### src/rtl/keypad_scanner.sv
// 4x4 matrix keypad scanner: walks a low row, debounces the first low column, emits a one-cycle key event.
// Latency: 2-cycle synchronizer + up to 4 scan ticks + DEBOUNCE_SCANS ticks + 1 cycle; no backpressure, events are fire-and-forget.
module keypad_scanner #(
    parameter int F_CLK          = 50000000,
    parameter int F_SCAN         = 1000,
    parameter int DEBOUNCE_SCANS = 20
) (
    input  logic       i_clk,
    input  logic       i_rst,
    input  logic [3:0] i_key_col,
    output logic [3:0] o_key_row,
    output logic [3:0] o_key_code,
    output logic       o_key_valid,
    output logic       o_key_held
);
    localparam int TICK_DIV = F_CLK / F_SCAN;
    localparam int TW       = (TICK_DIV > 1) ? $clog2(TICK_DIV) : 1;
    localparam int CW       = $clog2(DEBOUNCE_SCANS + 1);
    localparam logic [TW-1:0] TICK_LAST = TW'(TICK_DIV - 1);
    localparam logic [CW-1:0] CNT_MAX   = CW'(DEBOUNCE_SCANS);

    typedef enum logic [1:0] {S_SCAN, S_DEBOUNCE, S_HELD} state_t;

    state_t          r_state, w_state_nxt;
    logic [TW-1:0]   r_tick_cnt;
    logic [3:0]      r_col_s1, r_col_s2;
    logic [1:0]      r_row, w_row_nxt;
    logic [3:0]      r_key_row;
    logic [CW-1:0]   r_cnt, w_cnt_nxt, w_cnt_inc;
    logic [1:0]      r_lat_col, w_lat_col_nxt;
    logic [3:0]      r_key_code;
    logic            r_key_valid, r_key_held;
    logic            w_tick, w_any_low, w_lat_low, w_accept, w_release;
    logic [1:0]      w_low_col;

    assign w_tick    = (r_tick_cnt == TICK_LAST);
    assign w_any_low = ~&r_col_s2;
    assign w_lat_low = ~r_col_s2[r_lat_col];
    assign w_cnt_inc = (r_cnt == CNT_MAX) ? r_cnt : r_cnt + 1'b1;

    // Lowest-index pressed column wins when several keys share the row.
    always_comb begin
        w_low_col = 2'd0;
        if (!r_col_s2[0])      w_low_col = 2'd0;
        else if (!r_col_s2[1]) w_low_col = 2'd1;
        else if (!r_col_s2[2]) w_low_col = 2'd2;
        else if (!r_col_s2[3]) w_low_col = 2'd3;
    end

    always_comb begin
        w_state_nxt   = r_state;
        w_row_nxt     = r_row;
        w_cnt_nxt     = r_cnt;
        w_lat_col_nxt = r_lat_col;
        w_accept      = 1'b0;
        w_release     = 1'b0;
        case (r_state)
            S_SCAN: if (w_tick) begin
                if (w_any_low) begin
                    w_lat_col_nxt = w_low_col;
                    w_cnt_nxt     = '0;
                    w_state_nxt   = S_DEBOUNCE;
                end else begin
                    w_row_nxt = r_row + 2'd1;
                end
            end
            S_DEBOUNCE: if (w_tick) begin
                if (w_lat_low) begin
                    if (w_cnt_inc == CNT_MAX) begin
                        w_accept    = 1'b1;
                        w_cnt_nxt   = '0;
                        w_state_nxt = S_HELD;
                    end else begin
                        w_cnt_nxt = w_cnt_inc;
                    end
                end else begin
                    w_cnt_nxt   = '0;
                    w_row_nxt   = r_row + 2'd1;
                    w_state_nxt = S_SCAN;
                end
            end
            S_HELD: if (w_tick) begin
                // Any bounce back to pressed restarts the release count.
                if (!w_lat_low) begin
                    if (w_cnt_inc == CNT_MAX) begin
                        w_release   = 1'b1;
                        w_cnt_nxt   = '0;
                        w_row_nxt   = r_row + 2'd1;
                        w_state_nxt = S_SCAN;
                    end else begin
                        w_cnt_nxt = w_cnt_inc;
                    end
                end else begin
                    w_cnt_nxt = '0;
                end
            end
            default: w_state_nxt = S_SCAN;
        endcase
    end

    always_ff @(posedge i_clk) begin
        if (i_rst) begin
            r_state     <= S_SCAN;
            r_tick_cnt  <= '0;
            r_col_s1    <= 4'hF;
            r_col_s2    <= 4'hF;
            r_row       <= 2'd0;
            r_key_row   <= 4'b1110;
            r_cnt       <= '0;
            r_lat_col   <= 2'd0;
            r_key_code  <= 4'h0;
            r_key_valid <= 1'b0;
            r_key_held  <= 1'b0;
        end else begin
            r_tick_cnt  <= w_tick ? '0 : r_tick_cnt + 1'b1;
            r_col_s1    <= i_key_col;
            r_col_s2    <= r_col_s1;
            r_state     <= w_state_nxt;
            r_row       <= w_row_nxt;
            r_key_row   <= ~(4'b0001 << w_row_nxt);
            r_cnt       <= w_cnt_nxt;
            r_lat_col   <= w_lat_col_nxt;
            r_key_valid <= w_accept;
            if (w_accept) begin
                r_key_code <= {r_row, r_lat_col};
                r_key_held <= 1'b1;
            end else if (w_release) begin
                r_key_held <= 1'b0;
            end
        end
    end

    assign o_key_row   = r_key_row;
    assign o_key_code  = r_key_code;
    assign o_key_valid = r_key_valid;
    assign o_key_held  = r_key_held;
endmodule

### config.mk
export PLATFORM = sky130hd
export DESIGN_NAME = keypad_scanner
export DESIGN_NICKNAME = d
export VERILOG_FILES = /design/src/rtl/keypad_scanner.sv
export SDC_FILE = /design/constraint.sdc
export NUM_CORES = 1
export LEC_CHECK = 0
export CAP_MARGIN = 20
export CORE_MARGIN = 2
export CORE_UTILIZATION = 57
export CTS_CLUSTER_DIAMETER = 100
export CTS_CLUSTER_SIZE = 28
export DETAILED_ROUTE_END_ITERATION = 6
export MAX_ROUTING_LAYER = met4
export PLACE_DENSITY = 0.83
export SLEW_MARGIN = 20
export SYNTH_ARGS = -nofsm -noshare
export SYNTH_HDL_FRONTEND = slang
export SYNTH_SLANG_ARGS = --single-unit
### constraint.sdc
create_clock -name i_clk -period 2.84 [get_ports i_clk]
set_clock_uncertainty 0.2 [all_clocks]
set_input_delay 0.284 -clock i_clk [delete_from_list [all_inputs] [get_ports i_clk]]
set_output_delay 0.284 -clock i_clk [all_outputs]
set_load 0.005 [all_outputs]
==> results of run 1 <==
[area by class of cell]
type,count,area (um^2),share of cell area
Clock inverter,1,7.51,0.00301
Multi-Input combinational cell,181,1220,0.489
Timing Repair Buffer,19,180,0.0723
Sequential cell,45,902,0.362
Clock buffer,6,82.6,0.0331
Inverter,11,41.3,0.0166
Tap cell,48,60.1,0.0241
[synthesized netlist by cell type (3+ instances only)]
cell	number
dfxtp_1	45
nor2_1	35
nand2_1	22
a21oi_1	13
inv_1	11
nand3_1	11
xor2_1	10
or2_2	9
ha_1	7
xnor2_1	7
mux2i_1	6
clkbuf_1	5
o21ai_0	5
and3_1	4
nor3_1	3
o211ai_1	3
[stage by stage]
| step | utilization | hold WS [ns] |
|---|---|---|
| after global placement | 0.654 | 0.194 |
| after global routing | 0.681 | 0.228 |
| final | 0.681 | 0.214 |
| after detailed placement | 0.654 | 0.197 |
| after floorplan | - | 0.188 |
| after CTS | 0.679 | 0.218 |
[report_power, final]
part	total, uW	switching (uW)	internal (uW)
clock	393	201	192
sequential	644	4.75	639
combinational	37.4	19.7	17.7
[timing repair]
action / CTS / global route
endpoints found under the hold margin: 0 / 0
hold buffers: 0 / 0
resized for setup: 0 / 1
setup buffers: 0 / 1
endpoints found under the setup margin: 0 / 5
[kinds of logic (layout without fill, tap and decap cells)]
group	after synthesis	in the layout
AND/OR/NAND/NOR	107	107
flip-flops	45	45
AO/OA/AOI/OAI	42	42
XOR/XNOR	17	17
buffers and inverters	16	37
multiplexers	8	8
adder cells (fa/ha/maj)	7	7
[layer usage]
layer	vias up	part of all wire
li1	886	-
met1	822	0.47
met2	30	0.50
met3	4	0.027
met4	0	0.011
met5	-	0
[state kept, by name, summed over array words and instances, names as in the netlist]
signal       count
r_tick_cnt      16
r_cnt            5
o_key_code       4
o_key_row        4
r_col_s1         4
r_col_s2         4
r_lat_col        2
r_row            2
r_state          2
o_key_held       1
o_key_valid      1
[final timing paths]
| check | slack [ns] | to | cells after the start |
|---|---|---|---|
| setup / recovery | 0.13 | o_key_row[2] | 8 |
| hold reg to reg | 0.21 | r_col_s2[0] | 1 |
| hold / removal | 0.21 | r_col_s2[0] | 1 |
| setup reg to reg | 0.13 | o_key_row[2] | 8 |
==> run metrics, run 1 <==
combined buffer and inverter count along the critical path 1; detailed placement HPWL 3.15 mm; number of maximum-capacitance constraint violations 0; global-route wire length before repair 7.20 mm; number of cells in the design after placement 303; area fraction in and, or, nand and nor cells after synthesis 0.277; cell type with the largest total area after synthesis dfxtp_1; combinational family with the most area after synthesis simple AND/OR/NAND/NOR gates; worst skew pair latency 0.29 ns; total leakage power 0.000925 uW; core box area about 0.0037 mm^2; endpoint type of the worst setup path flop; non-filler cells in the finished layout between 300 and 400; commonest non-fill, non-tap cells in the layout dfxtp_1, nor2_1, nand2_1, clkdlybuf4s50_1, a21oi_1; launch point of the critical path r_cnt[0]; startpoint kind of the worst setup timing path flop; Max Fclk 0.369 GHz; slowest cell delay on critical path around 0.55 ns; dominant delay contributor by cell family on the critical path simple AND/OR/NAND/NOR gates; worst setup timing slack at the placement stage 0.0874 ns; final-layout setup total negative slack 0 ns; final weighted congestion in routability-driven placement 0.927; met3 global-route usage 0.0460; IO Port Bufs 15; worst vdd ir ~0.38 mV; # fillers a little over 300; most common cell after layout, fill and taps aside dfxtp_1; count of vias placed by the detailed router 1742; met1 GRT Util 0.269; clock input transition at the sequential cells of the worst setup and hold paths 0.08 ns; Clock H-tree levels 2; asr flop ratio synth 0; Post-layout nets 276; biggest area contributors in the synthesized netlist dfxtp_1, nor2_1, ha_1, xor2_1, nand2_1; hold path start r_col_s1[0]; Post-Synthesis Cell Area 0.00218 mm^2; Clk Tree Root Cell clkbuf_8; total count of hold-check failures in the final report 0; post-synthesis cell count 242; count of unresolved DRC violations after routing 0; adder-cell share of the synthesized area 0.0402; TritonCTS clock tree yes; first-iteration detailed-routing DRC count 103; Worst Slack Setup Final 0.132 ns; minimum period implied by the final worst setup slack 2.71 ns; Total Die Area 0.00434 mm^2; Synth Area in XOR/XNOR 0.0683; worst hold path type reg -> reg; P&R area growth vs syn 14.3%; synthesized net count 255; launching point of the worst reg2reg path r_cnt[0]; overall overflow remaining after global route 0; # diodes 0; total power consumption of the routed design 1070 uW; post-route clock period utilization 0.954; final-report setup violation count 0; met2 demand-to-capacity share in global routing 0.379; per-cell routed wire length 13.4 um; die extent in x 65.9 um; area fraction in compound gates after synthesis 0.130; effective utilization at floorplan 0.596; antenna-violating nets left 0; critical-path cell with the highest stage delay or4b_4; CP required ~2.8 ns; worst path cell trace inv_1 > ha_1 > and3b_1 > o211ai_1 > or4b_4 > nor2_2 > o32ai_1 > or4_1; placed instance area 0.00239 mm^2; Final Instance Area 0.00249 mm^2; share of synthesized area occupied by flip-flops and latches 0.413; maximum number of pins on one net before global-route repair 17; Slew Viols, Final 0; final routed wirelength across all metal layers 4.17 mm; dominant register cell in the synthesized netlist dfxtp_1; via density per instance 5.60; portion of netlist area occupied by mux cells 0.0448; critical path type reg -> reg; global-route usage over all layers 0.225; Relative slew margins 0.630; number of unique standard cell types used by synthesis 50; num rows 22; biggest fanout along the worst timing path 6; count of clock tree sinks 45; measured slew at the worst slew-check pin 0.553 ns; status finished, final reports clean; I/O pin total 16; proportion of layout cells with a drive suffix above 1 0.125; first-pass detailed-route iteration total 4; clk buf depth 2; y dimension of the die roughly 66 um; arrival time of data at the critical path endpoint between 2 and 3 ns; number of antenna violations at the first check in global routing 0; area share of the largest cell type after synthesis 0.413; vias in the first global route 1634; total CTS buffers 5; number of synthesized flops with an enable pin 0; number of synthesized register bits 45; Most Used Layer, Global Route met2; cell area power density roughly 430 mW/mm^2; warning count from the yosys run 0; average instance area after synthesis 9.01 um^2
No activity file was read; power rests on OpenSTA's default activity.
==> run 2, diff against run 1 <==
- CAP_MARGIN: 20 -> 30
- CORE_UTILIZATION: 57 -> 34
- CTS_BUF_LIST: not set -> sky130_fd_sc_hd__clkbuf_8
- PLACE_DENSITY: 0.83 -> 0.56
==> run 2 against run 1 <==
Via count is essentially flat. Core utilization shrank 28 points. First-iteration DRC count is 40% lower. Setup slack improved by 0.012 ns. Final cell count up 10%. Design area up 1.8%. Die area up 63%. Critical path depth is the same. Total power shrank 0.81%. Critical endpoint unchanged.
==> run metrics, run 2 (synthesized netlist as in run 1, its figures left out) <==
Total Die Area 0.00707 mm^2 (was 0.00434 mm^2); worst skew pair latency 0.30 ns (was 0.29 ns); worst setup slack for register-to-register paths 0.14 ns (was 0.13 ns); overall overflow remaining after global route 0 (unchanged); final-layout setup total negative slack 0 ns (unchanged); final weighted congestion in routability-driven placement 0.821 (was 0.927); num rows 29 (was 22); via density per instance 5.08 (was 5.60); global-route usage over all layers 0.130 (was 0.225); Post-layout nets 278 (was 276); dominant delay contributor by cell family on the critical path simple AND/OR/NAND/NOR gates (unchanged); effective utilization at floorplan 0.347 (was 0.596); measured slew at the worst slew-check pin 0.467 ns (was 0.553 ns); first-iteration detailed-routing DRC count 62 (was 103); slowest cell delay on critical path 0.45 ns (was 0.55 ns); minimum period implied by the final worst setup slack 2.70 ns (was 2.71 ns); commonest non-fill, non-tap cells in the layout dfxtp_1, nor2_1, nand2_1, clkdlybuf4s50_1 (was dfxtp_1, nor2_1, nand2_1, clkdlybuf4s50_1, a21oi_1); clock input transition at the sequential cells of the worst setup and hold paths 0.08 ns (about the same); count of unresolved DRC violations after routing 0 (unchanged); Final Instance Area 0.00254 mm^2 (was 0.00249 mm^2); I/O pin total 16 (unchanged); P&R area growth vs syn 16.4% (was 14.3%); first-pass detailed-route iteration total 4 (unchanged); Reg-to-Reg End o_key_row[2] (unchanged); # fillers 637 (was 309); worst hold path type reg -> reg (unchanged); depth of the worst register-to-register path 8 (unchanged); antenna-violating nets left 0 (unchanged); total leakage power 0.000938 uW (was 0.000925 uW); number of antenna violations at the first check in global routing 0 (unchanged); Hold Path Stages 1 (unchanged); Relative slew margins 0.688 (was 0.630); cell area power density 420 mW/mm^2 (was 431 mW/mm^2); die extent in x 84.1 um (was 65.9 um); final routed wirelength across all metal layers 4.29 mm (was 4.17 mm); # diodes 0 (unchanged); per-cell routed wire length 12.5 um (was 13.4 um); biggest fanout along the worst timing path 6 (unchanged); total CTS buffers 5 (unchanged); biggest registers after layout r_tick_cnt (16), r_cnt (5) (unchanged); critical-path cell with the highest stage delay o311a_1 (was or4b_4); count of vias placed by the detailed router 1743 (was 1742); Max Fclk 0.371 GHz (was 0.369 GHz); post-route clock period utilization 0.949 (was 0.954); count of clock tree sinks 45 (unchanged); worst setup path endpoint o_key_row[2] (unchanged); startpoint kind of the worst setup timing path flop (unchanged); endpoint type of the worst setup path flop (unchanged); status finished, final reports clean (unchanged); placed instance area 0.00244 mm^2 (was 0.00239 mm^2); CP required 2.83 ns (was 2.81 ns); vias in the first global route 1578 (was 1634); Clk Tree Root Cell clkbuf_8 (unchanged); final-report setup violation count 0 (unchanged); global-route wire length before repair 7.22 mm (was 7.20 mm); Reg with most FFs r_tick_cnt (unchanged); core box area 0.00628 mm^2 (was 0.00366 mm^2); TritonCTS clock tree yes (unchanged); number of flip-flops under the largest register name 16 (unchanged); worst path cell trace inv_1 > ha_1 > and3b_1 > o211ai_1 > nor4b_4 > nand2_1 > o311a_1 > or4_1 (was inv_1 > ha_1 > and3b_1 > o211ai_1 > or4b_4 > nor2_2 > o32ai_1 > or4_1); maximum number of pins on one net before global-route repair 19 (was 17); total count of hold-check failures in the final report 0 (unchanged); IO Port Bufs 15 (unchanged); arrival time of data at the critical path endpoint 2.68 ns (about the same); launch point of the critical path r_cnt[0] (unchanged); critical path type reg -> reg (unchanged); y dimension of the die 84.1 um (was 65.9 um); proportion of layout cells with a drive suffix above 1 0.128 (was 0.125); most common cell after layout, fill and taps aside dfxtp_1 (unchanged); worst vdd ir 0.270 mV (was 0.382 mV); detailed placement HPWL 3.10 mm (was 3.15 mm); launching point of the worst reg2reg path r_cnt[0] (unchanged); unrepaired setup endpoints after global routing false; Clock H-tree levels 2 (unchanged); logic depth of the worst setup path including buffers 8 (unchanged); post-layout utilization of the core 0.404 (was 0.681); number of maximum-capacitance constraint violations 0 (unchanged); clk buf depth 2 (unchanged); Slew Viols, Final 0 (unchanged); combined buffer and inverter count along the critical path 1 (unchanged)
## run 2: final cells by class
cell class	instances	area (um^2)	share of cell area
flip-flops and latches	45	902	0.355
well taps	77	96.3	0.0379
inverters	11	41.3	0.0163
repair buffers	21	195	0.0769
clock buffers	5	68.8	0.0271
multi-input cells	181	1220	0.481
clock inverters	3	15.0	0.00591
## run 2: repair_timing
action | in CTS | in global routing
buffers inserted | 0 | 2
resized for setup | 0 | 1
hold buffers | 0 | 0
setup endpoints to repair | 0 | 3
## run 2: power by group
part           switching [uW]  internal, uW
clock network             217           167
logic                    19.7          17.6
registers                4.86           639
total                     242           824
## run 2: worst reg2reg max path, stage by stage (launching register included)
cell and delay (ns):
dfxtp_2 0.38, inv_1 0.05, ha_1 0.20, and3b_1 0.22, o211ai_1 0.23, nor4b_4 0.30
nand2_1 0.16, o311a_1 0.45, or4_1 0.40
## run 2: worst min path at each step
stage	end	startpoint	slack, ns
2_1_floorplan	r_col_s1[0]	i_key_col[0]	0.19
3_3_place_gp	r_col_s2[3]	r_col_s1[3]	0.19
3_5_place_dp	r_col_s2[3]	r_col_s1[3]	0.20
4_1_cts	r_col_s2[3]	r_col_s1[3]	0.21
5_1_grt	r_col_s2[0]	r_col_s1[0]	0.23
6_report	r_col_s2[3]	r_col_s1[3]	0.21
## run 2: metrics by stage
step | cells | setup slack [ns] | hold slack (ns) | total power [uW]
floorplan | 242 | 0.304 | 0.188 | 683
global placement | 333 | 0.167 | 0.195 | 697
detailed placement | 333 | 0.0613 | 0.196 | 697
CTS | 341 | 0.0672 | 0.212 | 1080
global route | 343 | 0.0108 | 0.228 | 1110
finish | 343 | 0.144 | 0.213 | 1070
## run 2: per-layer routing
metal / up-vias / GRT usage / routed length [um]
met3: 8 / 0.0326 / 156
met1: 815 / 0.169 / 2120
met5: - / - / 0
met4: 0 / 0.0528 / 68
met2: 27 / 0.192 / 1940
li1: 893 / - / -
==> run 3, diff against run 2 <==
- GPL_TIMING_DRIVEN: not set -> 0
==> run 3 against run 2 <==
Critical path depth unchanged. Sequential share of layout area increased by 0.088 points. Clock power about the same. Global-route usage about the same. Critical endpoint is now o_key_row[0]. Largest power group unchanged. Highest routed layer unchanged.
==> run metrics, run 3 (synthesized netlist as in run 1, its figures left out) <==
status finished, final reports clean (unchanged); number of maximum-capacitance constraint violations 0 (unchanged); Max Fclk 0.375 GHz (was 0.371 GHz); clock input transition at the sequential cells of the worst setup and hold paths 0.09 ns (was 0.08 ns); critical path type reg -> reg (unchanged); CP required 2.81 ns (was 2.83 ns); Total Die Area 0.00707 mm^2 (unchanged); final-report setup violation count 0 (unchanged); per-cell routed wire length 12.3 um (was 12.5 um); y dimension of the die 84.1 um (unchanged); core box area 0.00628 mm^2 (unchanged); global-route usage over all layers 0.130 (about the same); maximum number of pins on one net before global-route repair 15 (was 19); endpoint type of the worst setup path flop (unchanged); # fillers 633 (was 637); slowest cell delay on critical path 0.55 ns (was 0.45 ns); Post-layout nets 277 (was 278); combined buffer and inverter count along the critical path 1 (unchanged); overall overflow remaining after global route 0 (unchanged); vias in the first global route 1559 (was 1578); cell area power density 422 mW/mm^2 (was 420 mW/mm^2); commonest non-fill, non-tap cells in the layout dfxtp_1, nor2_1, nand2_1, clkdlybuf4s50_1, a21oi_1 (was dfxtp_1, nor2_1, nand2_1, clkdlybuf4s50_1); number of antenna violations at the first check in global routing 0 (unchanged); count of clock tree sinks 45 (unchanged); Worst Slack Setup Final 0.175 ns (was 0.144 ns); I/O pin total 16 (unchanged); arrival time of data at the critical path endpoint 2.63 ns (was 2.68 ns); minimum period implied by the final worst setup slack 2.66 ns (was 2.70 ns); worst setup timing slack at the placement stage 0.0119 ns (was 0.0613 ns); worst vdd ir 0.272 mV (was 0.270 mV); Relative slew margins 0.609 (was 0.688); Slew Viols, Final 0 (unchanged); biggest registers after layout r_tick_cnt (16), r_cnt (5) (unchanged); final-layout setup total negative slack 0 ns (unchanged); # diodes 0 (unchanged); via density per instance 4.99 (was 5.08); unrepaired setup endpoints after global routing false (unchanged); worst skew pair latency 0.30 ns (about the same); worst hold path type reg -> reg (unchanged); count of unresolved DRC violations after routing 0 (unchanged); Clk Tree Root Cell clkbuf_8 (unchanged); post-route clock period utilization 0.938 (was 0.949); final routed wirelength across all metal layers 4.19 mm (was 4.29 mm); Clock H-tree levels 2 (unchanged); num rows 29 (unchanged); P&R area growth vs syn 16.1% (was 16.4%); IO Port Bufs 14 (was 15); detailed placement HPWL 3.05 mm (was 3.10 mm); total leakage power 0.000913 uW (was 0.000938 uW); measured slew at the worst slew-check pin 0.584 ns (was 0.467 ns); critical-path cell with the highest stage delay or4b_4 (was o311a_1); die extent in x 84.1 um (unchanged); startpoint kind of the worst setup timing path flop (unchanged); first-iteration detailed-routing DRC count 103 (was 62); dominant delay contributor by cell family on the critical path compound AO/OA/AOI/OAI gates (was simple AND/OR/NAND/NOR gates); most common cell after layout, fill and taps aside dfxtp_1 (unchanged); number of flip-flops under the largest register name 16 (unchanged); proportion of layout cells with a drive suffix above 1 0.121 (was 0.128); total count of hold-check failures in the final report 0 (unchanged); TritonCTS clock tree yes (unchanged); antenna-violating nets left 0 (unchanged); worst path cell trace inv_1 > ha_1 > and3b_1 > o211ai_1 > or4b_4 > o41ai_2 > o311a_4 > a31oi_1 (was inv_1 > ha_1 > and3b_1 > o211ai_1 > nor4b_4 > nand2_1 > o311a_1 > or4_1); count of vias placed by the detailed router 1706 (was 1743); global-route wire length before repair 7.27 mm (was 7.22 mm); total CTS buffers 5 (unchanged); effective utilization at floorplan 0.347 (unchanged); final weighted congestion in routability-driven placement 0.846 (was 0.821); first-pass detailed-route iteration total 4 (unchanged); Reg with most FFs r_tick_cnt (unchanged); biggest fanout along the worst timing path 6 (unchanged); clk buf depth 2 (unchanged)
-- run 3: through the flow --
stage          utilization  hold WS [ns]  power [uW]  instance area (um^2)  cells
5_1_grt              0.403         0.226        1120                  2530    342
4_1_cts              0.399         0.217        1090                  2500    341
6_report             0.403         0.213        1070                  2530    342
2_1_floorplan            -         0.188         683                  2180    242
3_5_place_dp         0.385         0.196         697                  2420    333
3_3_place_gp         0.385         0.195         697                  2420    333
-- run 3: layer usage --
metal	vias up	global-route usage	share of wire
li1	891	-	-
met1	786	0.168	0.49
met2	23	0.200	0.46
met3	6	0.0247	0.036
met4	0	0.0528	0.019
met5	-	-	0
-- run 3: repair_timing --
item                       4_1_cts  5_1_grt
buffers inserted                 0        1
setup endpoints to repair        0        5
hold buffers                     0        0
gates resized for setup          0        4
-- run 3: path summary, 6_finish.rpt --
path,startpoint,to,slack (ns),cells after the start
setup / recovery,r_cnt[0],o_key_row[0],0.18,8
hold / removal,r_col_s1[3],r_col_s2[3],0.21,1
setup reg to reg,r_cnt[0],o_key_row[0],0.18,8
hold reg to reg,r_col_s1[3],r_col_s2[3],0.21,1
-- run 3: power breakdown --
part           switching [uW]  internal, uW
sequential               4.86           639
clock                     217           170
combinational            20.5          16.9
total                     243           826
-- run 3: layout make-up --
cell class                      instances  area (um^2)  area share
Clock inverter                          3         18.8     0.00741
Sequential cell                        45          902       0.356
Clock buffer                            5         68.8      0.0272
Tap cell                               77         96.3      0.0380
Buffer                                  5         18.8     0.00741
Timing Repair Buffer                   15          148      0.0583
Inverter                               11         41.3      0.0163
Multi-Input combinational cell        181         1240       0.489
